--- config.mk ---
export PLATFORM = sky130hd
export DESIGN_NAME = misc_alu_exec_flat
export DESIGN_NICKNAME = d
export VERILOG_FILES = /design/src/rtl/misc_alu_pkg.sv /design/src/rtl/misc_alu_if.sv /design/src/rtl/misc_alu_daa_adjust.sv /design/src/rtl/misc_alu_exec.sv /design/src/flat_wrapper.sv
export SDC_FILE = /design/constraint.sdc
export NUM_CORES = 1
export LEC_CHECK = 0
export ABC_AREA = 1
export CAP_MARGIN = 20
export CORE_ASPECT_RATIO = 1.25
export CORE_MARGIN = 10
export CORE_UTILIZATION = 25
export CTS_CLUSTER_DIAMETER = 40
export DETAILED_ROUTE_END_ITERATION = 10
export PLACE_DENSITY = 0.5
export SYNTH_ARGS = -nofsm -noshare
export SYNTH_HDL_FRONTEND = slang
export SYNTH_HIERARCHICAL = 1
export SYNTH_SLANG_ARGS = --single-unit
--- constraint.sdc ---
create_clock -name i_Clk -period 1.82 [get_ports i_Clk]
set_clock_uncertainty 0.2 [all_clocks]
set_input_delay 0.364 -clock i_Clk [delete_from_list [all_inputs] [get_ports i_Clk]]
set_output_delay 0.364 -clock i_Clk [all_outputs]
set_load 0.01 [all_outputs]
--- src/rtl/misc_alu_pkg.sv ---
// Shared definitions for the miscellaneous-ALU path: op encodings, flag bit
// positions in F, and the execution FSM state type.
package misc_alu_pkg;

  typedef enum logic [1:0] {
    OP_DAA = 2'b00,
    OP_CPL = 2'b01,
    OP_SCF = 2'b10,
    OP_CCF = 2'b11
  } op_e;

  localparam int FLAG_Z = 7;
  localparam int FLAG_N = 6;
  localparam int FLAG_H = 5;
  localparam int FLAG_C = 4;

  typedef enum logic [1:0] {
    ST_IDLE  = 2'b00,
    ST_EXEC  = 2'b01,
    ST_WRITE = 2'b10
  } state_e;

endpackage

--- src/rtl/misc_alu_if.sv ---
// Command/result bundle between the microcode sequencer (master) and the
// misc-ALU execution block (slave).
interface misc_alu_if;
  logic       i_Start;
  logic [1:0] i_Op;
  logic [7:0] i_A;
  logic [7:0] i_F;
  logic       o_Ready;
  logic       o_Done;
  logic       o_WriteA;
  logic       o_WriteF;
  logic [7:0] o_A;
  logic [7:0] o_F;

  modport master (
    output i_Start, i_Op, i_A, i_F,
    input  o_Ready, o_Done, o_WriteA, o_WriteF, o_A, o_F
  );

  modport slave (
    input  i_Start, i_Op, i_A, i_F,
    output o_Ready, o_Done, o_WriteA, o_WriteF, o_A, o_F
  );
endinterface

--- src/rtl/misc_alu_daa_adjust.sv ---
// Combinational decimal-adjust of A after a BCD add (n=0) or subtract (n=1);
// returns the adjusted accumulator and the new carry.
module misc_alu_daa_adjust (
  input  logic [7:0] a,
  input  logic       n,
  input  logic       h,
  input  logic       c,
  output logic [7:0] a_adj,
  output logic       c_adj
);

  logic       hi_fix;
  logic       lo_fix;
  logic [7:0] corr;

  always_comb begin
    hi_fix = c;
    lo_fix = h;
    // After an add the digit ranges of the original A also force correction
    if (!n) begin
      hi_fix = c || (a > 8'h99);
      lo_fix = h || (a[3:0] > 4'd9);
    end
    corr  = {1'b0, hi_fix, hi_fix, 1'b0, 1'b0, lo_fix, lo_fix, 1'b0};
    a_adj = n ? (a - corr) : (a + corr);
    c_adj = hi_fix;
  end

endmodule

--- src/rtl/misc_alu_exec.sv ---
// DAA/CPL/SCF/CCF execution: IDLE -> EXEC -> WRITE with registered A/F strobes.
// DAA adjust logic is built only when MISC_ALU_DAA_EN is defined.
module misc_alu_exec
  import misc_alu_pkg::*;
(
  input logic        i_Clk,
  input logic        i_Reset_n,
  misc_alu_if.slave  bus
);

  state_e     state;
  state_e     state_nxt;
  logic       load;

  op_e        op_p0;
  logic [7:0] a_p0;
  logic [7:0] f_p0;

  logic [7:0] a_res;
  logic [7:0] f_res;
  logic       wr_a;
  logic       wr_f;

  function automatic logic [7:0] pack_flags(input logic z, input logic n,
                                            input logic h, input logic c);
    return {z, n, h, c, 4'b0000};
  endfunction

  always_ff @(posedge i_Clk) begin
    if (!i_Reset_n) state <= ST_IDLE;
    else            state <= state_nxt;
  end

  always_comb begin
    state_nxt = state;
    load      = 1'b0;
    case (state)
      ST_IDLE: begin
        if (bus.i_Start) begin
          load      = 1'b1;
          state_nxt = ST_EXEC;
        end
      end
      ST_EXEC: state_nxt = ST_WRITE;
      ST_WRITE: begin
        load      = bus.i_Start;
        state_nxt = bus.i_Start ? ST_EXEC : ST_IDLE;
      end
      default: state_nxt = ST_IDLE;
    endcase
  end

  assign bus.o_Ready = (state == ST_IDLE) || (state == ST_WRITE);

  // p0: operands captured with the accepted start
  always_ff @(posedge i_Clk) begin
    if (load) begin
      op_p0 <= op_e'(bus.i_Op);
      a_p0  <= bus.i_A;
      f_p0  <= bus.i_F;
    end
  end

`ifdef MISC_ALU_DAA_EN
  logic [7:0] daa_a;
  logic       daa_c;
  logic       unused_p0;

  misc_alu_daa_adjust u_daa (
    .a     (a_p0),
    .n     (f_p0[FLAG_N]),
    .h     (f_p0[FLAG_H]),
    .c     (f_p0[FLAG_C]),
    .a_adj (daa_a),
    .c_adj (daa_c)
  );

  assign unused_p0 = ^{f_p0[3:0], bus.i_F[3:0]};
`else
  logic unused_p0;
  assign unused_p0 = ^{f_p0[3:0], f_p0[FLAG_H], bus.i_F[3:0]};
`endif

  always_comb begin
    a_res = a_p0;
    f_res = 8'h00;
    wr_a  = 1'b0;
    wr_f  = 1'b0;
    case (op_p0)
      OP_DAA: begin
`ifdef MISC_ALU_DAA_EN
        a_res = daa_a;
        f_res = pack_flags(daa_a == 8'h00, f_p0[FLAG_N], 1'b0, daa_c);
        wr_a  = 1'b1;
        wr_f  = 1'b1;
`endif
      end
      OP_CPL: begin
        a_res = ~a_p0;
        f_res = pack_flags(f_p0[FLAG_Z], 1'b1, 1'b1, f_p0[FLAG_C]);
        wr_a  = 1'b1;
        wr_f  = 1'b1;
      end
      OP_SCF: begin
        f_res = pack_flags(f_p0[FLAG_Z], 1'b0, 1'b0, 1'b1);
        wr_f  = 1'b1;
      end
      OP_CCF: begin
        f_res = pack_flags(f_p0[FLAG_Z], 1'b0, 1'b0, ~f_p0[FLAG_C]);
        wr_f  = 1'b1;
      end
      default: ;
    endcase
  end

  // p1: results registered at the end of EXEC, presented during WRITE
  always_ff @(posedge i_Clk) begin
    if (!i_Reset_n) begin
      bus.o_Done   <= 1'b0;
      bus.o_WriteA <= 1'b0;
      bus.o_WriteF <= 1'b0;
      bus.o_A      <= 8'h00;
      bus.o_F      <= 8'h00;
    end else begin
      bus.o_Done   <= (state == ST_EXEC);
      bus.o_WriteA <= (state == ST_EXEC) && wr_a;
      bus.o_WriteF <= (state == ST_EXEC) && wr_f;
      if (state == ST_EXEC) begin
        if (wr_a) bus.o_A <= a_res;
        if (wr_f) bus.o_F <= f_res;
      end
    end
  end

endmodule

--- src/flat_wrapper.sv ---
// flat-port wrapper written by rule: the top's interface ports become plain ports
module misc_alu_exec_flat import misc_alu_pkg::*;
  (i_Clk, i_Reset_n, bus_i_Start, bus_i_Op, bus_i_A, bus_i_F, bus_o_Ready, bus_o_Done, bus_o_WriteA, bus_o_WriteF, bus_o_A, bus_o_F);
  misc_alu_if bus_i ();
  input logic i_Clk;
  input logic i_Reset_n;
  input wire logic [$bits(bus_i.i_Start)-1:0] bus_i_Start;
  input wire logic [$bits(bus_i.i_Op)-1:0] bus_i_Op;
  input wire logic [$bits(bus_i.i_A)-1:0] bus_i_A;
  input wire logic [$bits(bus_i.i_F)-1:0] bus_i_F;
  output wire logic [$bits(bus_i.o_Ready)-1:0] bus_o_Ready;
  output wire logic [$bits(bus_i.o_Done)-1:0] bus_o_Done;
  output wire logic [$bits(bus_i.o_WriteA)-1:0] bus_o_WriteA;
  output wire logic [$bits(bus_i.o_WriteF)-1:0] bus_o_WriteF;
  output wire logic [$bits(bus_i.o_A)-1:0] bus_o_A;
  output wire logic [$bits(bus_i.o_F)-1:0] bus_o_F;
  assign bus_i.i_Start = bus_i_Start;
  assign bus_i.i_Op = bus_i_Op;
  assign bus_i.i_A = bus_i_A;
  assign bus_i.i_F = bus_i_F;
  assign bus_o_Ready = bus_i.o_Ready;
  assign bus_o_Done = bus_i.o_Done;
  assign bus_o_WriteA = bus_i.o_WriteA;
  assign bus_o_WriteF = bus_i.o_WriteF;
  assign bus_o_A = bus_i.o_A;
  assign bus_o_F = bus_i.o_F;
  misc_alu_exec u_core (.i_Clk(i_Clk), .i_Reset_n(i_Reset_n), .bus(bus_i));
endmodule
==> summary.md <==
| Metric | Value |
|---|---|
| Synth top cells by count | nand2_1 (17), dfxtp_1 (16), nor2_1 (16) |
| Fin nets | 158 |
| Ys Warns | 6 |
| Post-layout util | 0.3531 |
| Crit. Startpoint | u_core/bus.o_F[6] |
| GRT Util Overall | 0.06014 |
| Hold WC Path Type | register to register |
| M1 WL | 804 um |
| Hold Fails Final Rpt | 0 |
| Area growth from synthesis to layout | 36.22% |
| Crit path DAT | 1.19 ns |
| Worst setup margin | 0.07040 ns |
| Top_reg_cell synth | dfxtp_1 |
| Layout cells sized above 1 | 0.1691 |
| Synthesized flop and latch total | 28 |
| Post-synthesis compound-gate area fraction | 0.01285 |
| Number of flops mapped to enable cells by yosys | 12 |
| Pleak | 0.5766 nW |
| # placed instances | 188 |
| Initial DRC Count | 8 |
| Initial Util | 0.2592 |
| Max stage delay on crit path | 0.55 ns |
| Global-route wire length before repair | 3.553 mm |
| Row count | 26 |
| Critical path class | register to primary output |
| Hold-fix buffers at CTS | 0 |
| Multiplexer share of the synthesized area | 0 |
| Synthesized instance count | 104 |
| Fmax | 571.6 MHz |
| Worst skew pair latency | 0.27 ns |
| Gr ovfl total | 0 |
| Area share of and/or/nand/nor cells after synthesis | 0.2675 |
| Vias per inst | 3.839 |
| Port Buf Inserts | 30 |
| Clk slew on worst S/H paths | 0.09 ns |
| Pwr/cell area | 797.4 mW/mm^2 |
| Core area | 0.004131 mm^2 |
| Clock Tree Root | clkbuf_8 |
| Critical path cell sequence | clkdlybuf4s50_1 |
| Post-CTS Setup Bufs | 0 |
| Fillcell total | 447 |
| Fin crit period | 1.750 ns |
| Initial antenna violation count | 0 |
| Share of the synthesized area in the top cell type | 0.3364 |
| Peak VDD IR | 0.3414 mV |
| Vias in the first global route | 831 |
| Total power | 1.163 mW |
| Vias post-DR | 737 |
| DRT antenna net count | 0 |
| RSZ-0062 raised after global routing | no |
| CP top delay family | buffers and inverters |
| Die Width | 78.55 um |
| Largest family of logic cells by synthesized area | simple AND/OR/NAND/NOR gates |
| Crit. End Element | primary output |
| Yosys cell types | 20 |
| Cts bufs inserted | 3 |
| Hold slack | 0.2950 ns |
| Slowest CP cell | clkdlybuf4s50_1 |
| # diodes | 0 |
| Dpl hpwl | 1.699 mm |
| DR pass1 iterations | 2 |
| CTS tree | done |
| Max-cap violations | 0 |
| Synth Area in Adders | 0 |
| Area leader, netlist | edfxtp_1 |
| Critical-path maximum fanout | 3 |
| Xor/xnor share of the synthesized area | 0 |
| Mapped Area | 0.001071 mm^2 |
| Syn_area_per_cell | 10.30 um^2 |
| Post-synthesis sequential area ratio | 0.6355 |
| Final instance area | 0.001459 mm^2 |
| Detailed Route WL | 2.038 mm |
| Met2 Wirelength | 1.075 mm |
| R2R Path Start | u_core/state[0] |
| Non-filler cells, final | 192 |
| Critical Path RT | 1.26 ns |
| Max Slew Vio Count | 0 |
| Max layer used | met4 |
| Dpl cell area | 0.001415 mm^2 |
| Routed WL per cell | 10.61 um |
| FFs w/ async S/R, synth | 0 |
| Setup tns final | 0 ns |
| Die Y | 93.18 um |
| Status | completed |
| Top Ports | 41 |
| Clock Path Buffers | 2 |
| # setup viols final | 0 |
| Top cells by area, synth | edfxtp_1 (34%), dfxtp_1 (30%), nand2_1 (6.0%) |
| Period utilization | 0.9613 |
| HP Start | u_core/bus.o_A[2] |
| Drt drc | 0 |
| Pre-CTS setup slack | 0.1492 ns |
| Buf/Inv on CP | 1 |
| H-tree Lvls | 1 |
| Top-count cell post-synth | nand2_1 |
| Routability cong. | 0.7057 |
| Die area | 0.007319 mm^2 |
| Crit path launch type | register |
| Num Clock Sinks | 28 |
| Met3 wire len | 100 um |
| Largest net degree at the start of global routing | 16 |
routing by layer:
metal	global-route usage	vias to the layer above
li1	-	382
met1	0.05730	331
met2	0.1092	19
met3	0.01724	5
met4	0.04042	0
met5	0	-
report_power, final:
part	switching [mW]	internal, mW	leakage, nW	total [mW]
combinational	0.0629	0.0685	0.308	0.131
sequential	0.0148	0.686	0.246	0.701
clock	0.180	0.151	0.0231	0.331
total	0.257	0.906	0.577	1.16
logic make-up (layout without fill, tap and decap cells):
kind of cell,Yosys count,count (layout)
AOI/OAI and AO/OA,2,2
buffers and inverters,16,45
DFF,28,28
other,1,4
and+or+nand+nor,57,57
worst reg2reg max path, cell delays in order, from the launching register on:
cell	delay, ns
dfxtp_1	0.41
inv_2	0.07
nor2_4	0.22
nand2_1	0.14
nand3_1	0.10
o21ai_2	0.05
sequential cells by signal, summed over array words and instances, names as in the netlist:
| register | flops |
|---|---|
| u_core/op_p0 | 2 |
| u_core/state | 2 |
| u_core/bus.o_A | 8 |
| u_core/bus.o_WriteF | 1 |
| u_core/f_p0 | 2 |
| u_core/bus.o_WriteA | 1 |
| u_core/a_p0 | 8 |
| u_core/bus.o_Done | 1 |
| u_core/bus.o_F | 3 |
final cells by class:
class                      instances  area [um^2]  area share
clock buffer                       3        41.29     0.02830
multi-input combinational         63        315.3      0.2161
tap                               56        70.07     0.04803
clock inverter                     1        3.754    0.002573
sequential                        28        680.7      0.4666
inverter                           9        33.78     0.02316
timing repair buffer              32        314.1      0.2153
layout by cell type (no fill, tap or decap):
master	synthesis	routed
a21oi_1	1	1
buf_4	5	2
clkbuf_8	0	3
clkdlybuf4s50_1	0	29
clkinv_1	0	1
conb_1	1	4
dfxtp_1	16	16
dlygate4sd2_1	0	1
edfxtp_1	12	12
inv_1	5	5
inv_2	4	4
nand2_1	17	17
nand2_2	1	1
nand2_4	1	1
nand3_1	9	9
nand3b_1	1	1
nor2_1	16	16
nor2_2	9	9
nor2_4	1	1
nor2_8	1	1
nor3_1	1	1
o21ai_2	1	1
final timing paths:
kind	endpoint	slack [ns]	cells after the start
worst min-delay path	u_core/bus.o_A[2]	0.30	2
worst max register to register	u_core/bus.o_F[6]	0.53	5
worst max-delay path	bus_o_F[6]	0.07	1
worst min register to register	u_core/bus.o_A[2]	0.30	2
timing repair:
action                                  CTS  global route
endpoints found under the hold margin     0             0
endpoints found under the setup margin    1             0
gates resized for setup                   1             0
Note: power is estimated with default switching activity, not from simulation.
==> variant 1 (same settings) <==
The option `MISC_ALU_DAA_EN` is turned on by a define.
--- a/src/rtl/misc_alu_exec.sv
+++ b/src/rtl/misc_alu_exec.sv
@@ -1,4 +1,6 @@
 // DAA/CPL/SCF/CCF execution: IDLE -> EXEC -> WRITE with registered A/F strobes.
 // DAA adjust logic is built only when MISC_ALU_DAA_EN is defined.
+`define MISC_ALU_DAA_EN
+
 module misc_alu_exec
   import misc_alu_pkg::*;
Behaviour: not the same (a bounded check fails within 4 cycles, from zero or initial values and one cycle with i_Reset_n low).
==> variant 1 against the original RTL <==
The run now ends with negative setup slack left; utilization grew 6.9 points; sequential power grew 9.8%; power grew 78%; clock power grew 140%; synthesized cell count grew 98%; wire length grew 100%; cell count grew 90%; sequential share of layout area shrank 19 points; register-to-register slack lost 1.2 ns; cell area grew 82%; worst setup slack lost 0.76 ns; sequential cell count grew 2; synthesized area grew 53%; maximum frequency shrank 30%; critical endpoint is now u_core/bus.o_F[7]$_SDFFE_PN0P_; largest power group is now clock; highest routed layer unchanged.
==> variant 1: results (changes against the original RTL) <==
outcome: "finished with violations"
violations: "negative setup slack"
grt_max_degree: 15  # -1
globalplace.congestion: 0.8462  # +20%
grt_pass1_wl_um: 6748  # +90%
setup_viol: 8  # +8
yosysUniqueCellTypes: 28  # +40%
cp.arrival_ns: 2.54  # +1.35 ns
yosysSeqAreaShare_pct: 45.19  # -18 points
track_usage_pct: 8.063  # +2.0 points
worstHoldPathType: "reg -> reg"
drive_above_1_share_pct: 35.00  # +18 points
synth_edf_count: 14  # +2
vias_per_cell: 4.000  # +4.2%
regToRegEndpoint: "u_core/bus.o_F[7]$_SDFFE_PN0P_"
fillers: 635  # +42%
nets: 309  # +96%
ctsRootBufferMaster: "clkbuf_8"
whs_ns: 0.2710  # -0.02399 ns
ys_warn_count: 6  # unchanged
port_buffers: 32  # +6.7%
routed_wl_um: 4086  # +100%
cts_made_buffers: 5  # +2
clock_latency_ns: 0.29  # +0.02 ns
htree_levels: 2  # +1
p_leak_nw: 1.172  # +100%
grt_pass1_vias: 1454  # +75%
crit_type: "reg -> reg"
synth_area_leaders: "edfxtp_1, dfxtp_1, nor2_1"
rr_worst_depth: 16  # +11
peakVddDrop_mv: 0.3581  # +4.9%
antenna_found_initial: 0  # unchanged
synth-main-ff-cell: "dfxtp_1"
synthTopCellsByCount: "nor2_1, nand2_1, inv_1, dfxtp_1, edfxtp_1"
cts_max_path_buffers: 2  # unchanged
path_clk_slew_ns: 0.07  # -0.02 ns
synth-async-reset-ratio_pct: 0  # unchanged
reg.largest.list: "u_core/a_p0: 8 flops, u_core/bus.o_A: 8 flops"
layout_setup_ws_ns: -0.6909  # -0.7613 ns
drt_iter0_drc: 46  # +38
n_antenna_cell: 0  # unchanged
rr_startpoint: "u_core/f_p0[6]$_DFFE_PP_"
hpwl_um: 3140  # +85%
path_max_fanout: 4  # +1
min_from: "u_core/bus.o_F[6]$_SDFFE_PN0P_"
firstDrtPassIters: 4  # +2
## variant 1: cell types whose count changed after synthesis, moves of 3 or more
cell	delta
nand2_1	+23
o21ai_0	+13
nor2_1	+25
nor2_2	-8
inv_1	+24
ha_1	+8
a21oi_1	+4
inv_2	-3
## variant 1: worst max-delay path: stages (launching register included)
cell      delay [ns]
edfxtp_1        0.45
inv_2           0.09
a21oi_2         0.07
inv_2           0.08
buf_4           0.13
ha_2            0.18
inv_2           0.05
fa_2            0.46
nand3_4         0.13
nand3_2         0.08
nand2_2         0.07
nand2_2         0.06
nor2_1          0.10
nand3_1         0.08
nor2_1          0.11
nor2_1          0.04
nor2_1          0.06
## variant 1: kinds of logic after synthesis
| family | synth area share (%) |
|---|---|
| DFF | 45.19 |
| and+or+nand+nor | 27.25 |
| xor gates and xnor gates | 1.603 |
| buffers and inverters | 10.76 |
| other | 0.2288 |
| adders and majority gates | 7.329 |
| AOI/OAI and AO/OA | 7.634 |
## variant 1: where the power goes
group | switching (W) | internal (W)
Combinational | 0.000254 | 0.000268
Sequential | 0.0000249 | 0.000745
Clock | 0.000255 | 0.000528
## variant 1: area by class of cell
class,count,share of cell area [%]
clock inverters,1,1.130
flip-flops and latches,30,27.89
repair buffers,71,23.50
multi-input cells,141,35.09
inverters,30,4.333
clock buffers,7,4.051
well taps,85,4.004
## variant 1: how the worst min path moves through the flow
stage	to	depth (start not counted)
after floorplan	u_core/a_p0[0]$_DFFE_PP_	0
after global placement	u_core/bus.o_F[4]$_SDFFE_PN0P_	2
after detailed placement	u_core/bus.o_F[4]$_SDFFE_PN0P_	2
after CTS	u_core/bus.o_F[4]$_SDFFE_PN0P_	2
after global routing	u_core/bus.o_F[4]$_SDFFE_PN0P_	2
final	u_core/bus.o_F[6]$_SDFFE_PN0P_	2
## variant 1: repair_timing
item	4_1_cts	5_1_grt
setup buffers	7	6
resized for setup	12	32
endpoints found under the setup margin	8	8
pin swaps	14	27
## variant 1: routing by layer
| layer | track usage (%) | up-vias | share of wire, % |
|---|---|---|---|
| li1 | - | 782 | - |
| met1 | 9.051 | 638 | 42 |
| met2 | 13.11 | 35 | 50 |
| met3 | 3.451 | 5 | 6.5 |
| met4 | 3.080 | 0 | 1.5 |
| met5 | 0 | - | 0 |
## variant 1: per-stage QoR
stage          TNS [ns]  std cells  util (%)  instance area (um2)  worst slack (ns)
6_report         -3.820        365     42.26                 2656           -0.6909
5_1_grt          -4.900        365     42.26                 2656           -0.8498
4_1_cts          -3.865        359     39.55                 2486           -0.6973
3_5_place_dp     -3.962        344     35.87                 2255           -0.7429
3_3_place_gp     -3.830        344     35.87                 2255           -0.7146
2_1_floorplan    -2.709        209         -                 1684           -0.6334
==> variant 2 (same settings) <==
Made on the original files. Make the reset (`i_Reset_n`) asynchronous in 2 clocked blocks.
--- a/src/rtl/misc_alu_exec.sv
+++ b/src/rtl/misc_alu_exec.sv
@@ -27,5 +27,5 @@
   endfunction
 
-  always_ff @(posedge i_Clk) begin
+  always_ff @(posedge i_Clk or negedge i_Reset_n) begin
     if (!i_Reset_n) state <= ST_IDLE;
     else            state <= state_nxt;
@@ -115,5 +115,5 @@
 
   // p1: results registered at the end of EXEC, presented during WRITE
-  always_ff @(posedge i_Clk) begin
+  always_ff @(posedge i_Clk or negedge i_Reset_n) begin
     if (!i_Reset_n) begin
       bus.o_Done   <= 1'b0;
Check against the original RTL: differs if i_Reset_n is asserted again (counterexample within 4 cycles, from zero or initial values and one cycle with i_Reset_n low); with i_Reset_n held inactive, the same outputs for 10 cycles.
==> variant 2 against the original RTL <==
Synthesized area fell by 0.70%; synthesized cell count fell by 12%; sequential cell count did not move; sequential share of layout area rose by 4.5 points; cell area rose by 1.9%; wire length rose by 0.49%; worst setup slack got worse by 0.014 ns; critical endpoint is now bus_o_A[5]; largest cell class unchanged.
Power is not compared: it rests on default switching activity, and its combinational part moved more than twofold at a synthesized area within 25%.
==> variant 2: results (changes against the original RTL) <==
grt_pass1_wl_um: 3450  # -2.9%
multi_input_area_um2: 212.7  # -33%
synth-async-reset-ratio_pct: 57.14  # +57 points
drt-wirelength-per-cell_um: 11.31  # +6.6%
bufAreaShareNonClock_pct: 21.46  # -0.062 points
nets: 147  # -7.0%
whs_ns: 0.1927  # -0.1023 ns
clock_area_share_pct: 4.798  # +1.7 points
drive_above_1_share_pct: 8.800  # -8.1 points
synthTopCellsByCount: "nand2_1, dfrtp_1, edfxtp_1, inv_1, nand3_1"
worstHoldPathType: "in -> async"
vias: 659  # -11%
endpoint: "bus_o_A[5]"
layout_min_cycle_time_ns: 1.764  # +0.01397 ns
yosysUniqueCellTypes: 12  # -40%
drt_iter0_drc: 0  # -8
grt_pass1_vias: 706  # -15%
outcome: "finished, final reports clean"
path_max_fanout: 2  # -1
synth_area_leaders: "dfrtp_1, edfxtp_1, nand2_1"
vias_per_cell: 3.641  # -5.1%
num-multi-input-gates: 47  # -25%
dp_cells: 177  # -5.9%
fillers: 416  # -6.9%
yosysSeqAreaShare_pct: 71.53  # +8.0 points
globalplace.congestion: 0.6893  # -2.3%
syn_inst: 92  # -12%
rr_startpoint: "u_core/state[0]$_DFFE_PN0P_"
post-place-ws_ns: 0.1588  # +0.009625 ns
track_usage_pct: 5.879  # -0.14 points
firstDrtPassIters: 1  # -1
dpl-instance-area_um2: 1411  # -0.27%
r2r_setup_slack_ns: 0.47  # -0.06 ns
variant 2: cell count changes after synthesis, sizes merged:
cell	unedited run	this run
nor2	27	5
dfrtp	0	16
dfxtp	16	0
nand2	19	27
inv	9	14
nand3	9	11
a21oi	1	0
buf	7	6
nand3b	1	0
nor3	1	0
o21ai	1	0
variant 2: power breakdown:
part	switching, W	internal [W]
sequential	0.0000437	0.000738
clock	0.000191	0.000294
combinational	0.000126	0.000158
variant 2: what timing repair did:
action	in CTS	in global routing
gates cloned	0	0
resized for setup	1	2
setup endpoints to repair	1	2
variant 2: cells by family after synthesis:
logic type    count (synthesis)  share of synthesized area, %
other cells                   1                        0.3526
buf+inv                      20                         9.530
flops                        28                         71.53
simple gates                 43                         18.59
variant 2: per-layer routing:
metal / vias up / track usage, % / share of wire (%)
met4: 0 / 2.695 / 1.6
met5: - / 0 / 0
li1: 340 / - / -
met3: 4 / 2.321 / 6.5
met1: 296 / 5.929 / 39
met2: 19 / 10.37 / 53
